===== config.mk =====
export PLATFORM = sky130hd
export DESIGN_NAME = regular_fuzzification_engine
export DESIGN_NICKNAME = d
export VERILOG_FILES = /design/src/rtl/regular_fuzzification_engine.sv
export SDC_FILE = /design/constraint.sdc
export NUM_CORES = 1
export LEC_CHECK = 0
export BUFFER_PORTS_ARGS = -buffer_cell sky130_fd_sc_hd__buf_2
export CAP_MARGIN = 40
export CORE_MARGIN = 2
export CORE_UTILIZATION = 51
export DETAILED_ROUTE_END_ITERATION = 10
export PLACE_DENSITY_LB_ADDON = 0.3
export SYNTH_ARGS = -nofsm -noshare
export SYNTH_HDL_FRONTEND = slang
export SYNTH_SLANG_ARGS = --single-unit

===== constraint.sdc =====
create_clock -name clock -period 18.75 [get_ports clock]
set_clock_uncertainty 0.1 [all_clocks]
set_input_delay 5.625 -clock clock [delete_from_list [all_inputs] [get_ports clock]]
set_output_delay 5.625 -clock clock [all_outputs]
set_load 0.01 [all_outputs]

===== src/rtl/regular_fuzzification_engine.sv =====
// regular_fuzzification_engine: latches NUM_INPUTS crisp inputs on start and streams
// one triangular membership degree per (channel, set) pair over a valid/ready handshake.
module regular_fuzzification_engine #(
  parameter int WIDTH      = 10,
  parameter int NUM_INPUTS = 2,
  parameter int NUM_SETS   = 5,
  parameter int MU_WIDTH   = 8,
  localparam int SET_W     = $clog2(NUM_SETS),
  localparam int CH_W      = (NUM_INPUTS > 1) ? $clog2(NUM_INPUTS) : 1
) (
  input  logic                        clock,
  input  logic                        reset,
  input  logic                        io_start,
  input  logic [NUM_INPUTS*WIDTH-1:0] io_input,
  input  logic                        io_cfgWrite,
  input  logic [SET_W-1:0]            io_cfgSet,
  input  logic [WIDTH-1:0]            io_cfgCenter,
  input  logic [3:0]                  io_cfgShift,
  output logic                        io_busy,
  output logic                        io_outValid,
  input  logic                        io_outReady,
  output logic [CH_W-1:0]             io_outChannel,
  output logic [SET_W-1:0]            io_outSet,
  output logic [MU_WIDTH-1:0]         io_outMu,
  output logic                        io_outLast,
  output logic                        io_done
);

  localparam int E_W  = WIDTH + 15;
  localparam int STEP = (2 ** WIDTH) / NUM_SETS;
  localparam logic [E_W-1:0]   MU_MAX_E = E_W'((2 ** MU_WIDTH) - 1);
  localparam logic [SET_W-1:0] SET_LAST = SET_W'(NUM_SETS - 1);
  localparam logic [CH_W-1:0]  CH_LAST  = CH_W'(NUM_INPUTS - 1);

  typedef enum logic [1:0] {IDLE, EVAL, DONE} state_t;

  state_t             r_state;
  logic [WIDTH-1:0]   r_input  [NUM_INPUTS];
  logic [WIDTH-1:0]   r_center [NUM_SETS];
  logic [3:0]         r_shift  [NUM_SETS];
  logic [CH_W-1:0]    r_ch;
  logic [SET_W-1:0]   r_set;

  logic               w_lastBeat;
  logic [WIDTH-1:0]   w_x;
  logic [WIDTH-1:0]   w_c;
  logic [WIDTH-1:0]   w_d;
  logic [E_W-1:0]     w_e;
  logic [MU_WIDTH-1:0] w_mu;

  // Membership uses only latched inputs and config registers, so the payload
  // never depends combinationally on io_input or io_cfg*.
  always_comb begin
    w_x  = r_input[r_ch];
    w_c  = r_center[r_set];
    w_d  = (w_x >= w_c) ? (w_x - w_c) : (w_c - w_x);
    w_e  = E_W'(w_d) << r_shift[r_set];
    w_mu = (w_e >= MU_MAX_E) ? '0 : MU_WIDTH'(MU_MAX_E - w_e);
  end

  assign w_lastBeat    = (r_ch == CH_LAST) && (r_set == SET_LAST);
  assign io_busy       = (r_state == EVAL);
  assign io_outValid   = (r_state == EVAL);
  assign io_outLast    = io_outValid && w_lastBeat;
  assign io_done       = (r_state == DONE);
  assign io_outChannel = io_outValid ? r_ch  : '0;
  assign io_outSet     = io_outValid ? r_set : '0;
  assign io_outMu      = io_outValid ? w_mu  : '0;

  always_ff @(posedge clock or posedge reset) begin
    if (reset) begin
      r_state <= IDLE;
      r_ch    <= '0;
      r_set   <= '0;
      for (int i = 0; i < NUM_INPUTS; i++) begin
        r_input[i] <= '0;
      end
      for (int s = 0; s < NUM_SETS; s++) begin
        r_center[s] <= WIDTH'(s * STEP);
        r_shift[s]  <= '0;
      end
    end else begin
      case (r_state)
        IDLE: begin
          // A same-cycle config write lands at this edge, so a frame started now sees it.
          if (io_cfgWrite && (int'(io_cfgSet) < NUM_SETS)) begin
            r_center[io_cfgSet] <= io_cfgCenter;
            r_shift[io_cfgSet]  <= io_cfgShift;
          end
          if (io_start) begin
            for (int i = 0; i < NUM_INPUTS; i++) begin
              r_input[i] <= io_input[i*WIDTH +: WIDTH];
            end
            r_ch    <= '0;
            r_set   <= '0;
            r_state <= EVAL;
          end
        end
        EVAL: begin
          if (io_outReady) begin
            if (w_lastBeat) begin
              r_state <= DONE;
            end else if (r_set == SET_LAST) begin
              r_set <= '0;
              r_ch  <= r_ch + CH_W'(1);
            end else begin
              r_set <= r_set + SET_W'(1);
            end
          end
        end
        DONE: begin
          r_state <= IDLE;
        end
        default: begin
          r_state <= IDLE;
        end
      endcase
    end
  end

endmodule


==> out/qor.txt <==
Cell Rows - 40
Initial Util - 51.7%
Syn_nets - 663
Cts bufs inserted - 9
Post-synth EDFFs - 0
Area growth syn-to-layout - 11.3%
Final setup viols - 0
Hold Path Class - flip-flop to flip-flop
Post-Synth Simple-Gate Area - 11.6%
Outcome - completed
Max stage delay on crit path - 0.86 ns
Clock sink count - 96
CTS tree - built
Wirelength per Cell - 18.4 um
Post-synthesis compound-gate area fraction - 16.2%
Antenna diode count - 0
Synth cell types - 61
Ys flop type - dfrtp_1
Fmax - 85.4 MHz
Yosys reg bits - 96
Final period utilization - 62.4%
Longest Clk Path Bufs - 2
Yosys synthesis warning count - 0
Fillers - 997
Area of the multi-input gates - 0.00346 mm^2
Tmin final - 11.70 ns
Adder-cell area share of the yosys netlist - 4.94%
Area share of the largest cell type after synthesis - 32.7%
# Post-CTS Setup Buffers - 0
Async SR Flop Fraction - 100%
Xor/xnor share of the synthesized area - 0%
Post-DP HPWL - 10.7 mm
Final WL - 14.6 mm
GRT overflow - 0
Total global-route track usage - 23.7%
RSZ-0062 raised after global routing - no
Final TNS setup - 0 ns
Nets - 709
Worst setup SP type - flip-flop
Routability-driven placement congestion ratio - 0.927
CP required - 13.02 ns
Vias in the first global route - 4,733
Post-synth top area cell - dfrtp_1
Fin. max-slew vios - 0
Root buffer cell - clkbuf_16
Drt via density - 5.94
Die footprint - 0.0129 mm^2
Die width - 114 um
Mux contribution to synthesized area - 23.6%
Sequential fraction of the synthesis area - 39.5%
Hold-fix buffers, CTS - 0
Core Region - 0.0119 mm^2
Critical path's slowest cell - dfrtp_1
Worst-path maximum fanout - 25
Htree depth - 3
Largest family of logic cells by synthesized area - multiplexers
Critical path type - flip-flop to output port
Clock Latency Late Sink - 0.35 ns
Gate Count Post-Synth - 598
Least-Margin Pin Slew - 0.900 ns
Rel. slew slack - 39.6%
Wire length of the first global-routing pass - 24.1 mm
Mapped Area - 0.00613 mm^2
Post-CTS sizing - 0
Commonest non-fill, non-tap cell in the layout - mux2_2
Number of iterations in the first detailed-routing pass - 5
Worst path arrival time - 5.98 ns
Register area - 0.00242 mm^2
Crit path cell chain - inv_1 > nor3_2 > nand2_1 > o21a_1 > ha_1 > nor2b_1 > o211a_1 > o21ai_1 > a211oi_1 > a21o_1 > a31oi_1 > o221ai_2 > a2111oi_4 > a32oi_2 > nor3_1 > buf_2
DR DRC count - 0
Die H - 114 um
Via count - 4,727
Ports - 58
Largest net degree at the start of global routing - 55
Fin. Hold Viols - 0
Layout cells sized above 1 - 35.1%
Most frequent cells in the layout - mux2_2 (110), dfrtp_1 (80), buf_2 (57)
Max cap viols - 0
Antenna violations before repair - 0
Syn_area_per_cell - 10.3 um^2
Synth area leaders - dfrtp_1 (33%), mux2_2 (20%), dfstp_2 (6.9%)
Worst Setup End Kind - output port
DR iter-0 viols - 318
Detail Route Antenna Nets - 0
# port buffers - 57
Clk slew on worst S/H paths - 0.06 ns
==> path summary, 6_finish.rpt <==
check / start / to / slack [ns] / cells after the start
max in group asynchronous: reset / r_center[9]$_DFFE_PP1P_ / 12.47 / 4
min: r_center[11]$_DFFE_PP0P_ / r_center[11]$_DFFE_PP0P_ / 0.40 / 1
max: r_set[2]$_DFFE_PP0P_ / io_outMu[4] / 7.05 / 16
max reg2reg: r_set[1]$_DFFE_PP0P_ / r_set[2]$_DFFE_PP0P_ / 16.05 / 8
min reg2reg: r_center[11]$_DFFE_PP0P_ / r_center[11]$_DFFE_PP0P_ / 0.40 / 1
min in group asynchronous: reset / r_center[38]$_DFFE_PP0P_ / 5.35 / 3
==> per-layer routing <==
layer	track usage [%]	up-vias	share of wire, %
met3	5.10	16	4.7
met2	39.5	126	48
met4	6.50	0	1.6
li1	-	2266	-
met1	31.6	2319	45
met5	0	-	0
==> registers in the layout, summed over array words and instances (netlist names) <==
name / count
r_state: 2
r_set: 3
r_input: 20
r_ch: 1
r_shift: 20
r_center: 50
==> synthesized netlist by cell type, types with 3 or more instances <==
master / instances
nor4_1: 4
nor2_1: 42
a31oi_1: 5
o22ai_1: 3
o2111ai_1: 3
nand2b_1: 4
nor3_1: 14
mux2_2: 110
nor3_2: 3
o221ai_1: 3
a211oi_1: 7
a22oi_1: 5
o21ai_0: 20
inv_1: 28
buf_2: 10
nand3b_1: 3
o31ai_1: 3
dfrtp_1: 80
nand2_1: 38
o21a_1: 17
a21oi_1: 36
mux2i_1: 21
a21o_1: 11
nor2b_1: 6
dfstp_2: 16
o211ai_1: 6
nand3_1: 15
buf_1: 5
and2_1: 7
ha_1: 21
clkbuf_1: 14
==> cell type report <==
| type | instances | share of cell area, % |
|---|---|---|
| inverters | 28 | 1.56 |
| clock inverters | 6 | 0.641 |
| well taps | 147 | 2.69 |
| multi-input cells | 442 | 50.7 |
| flip-flops and latches | 96 | 35.5 |
| clock buffers | 10 | 3.35 |
| repair buffers | 67 | 5.57 |
==> through the flow <==
step	worst slack, ns	util (%)	instances	cell area (um^2)	hold slack, ns
floorplan	8.57	-	598	6130	0.366
global placement	7.68	54.9	777	6510	0.382
detailed placement	7.51	55.3	780	6550	0.392
CTS	7.13	57.6	796	6830	0.407
global route	6.58	57.6	796	6830	0.415
finish	7.05	57.6	796	6830	0.404
==> critical path, delay by kind of cell (launching register included) <==
kind	cells	cell delay (ns)
AOI/OAI and AO/OA	9	2.71
DFF	1	0.86
adders and majority gates	1	0.46
buffers and inverters	2	0.43
and+or+nand+nor	4	1.17
==> kinds of logic (layout without fill, tap and decap cells) <==
| kind of cell | Yosys count | count (layout) |
|---|---|---|
| mux | 131 | 131 |
| simple gates | 148 | 148 |
| flops | 96 | 96 |
| fa+ha+maj | 23 | 23 |
| buf+inv | 60 | 111 |
| compound gates | 140 | 140 |
Power is left out: the tool's default activity adds up to more than one toggle a clock period on the data nets, which glitch-free logic cannot reach.
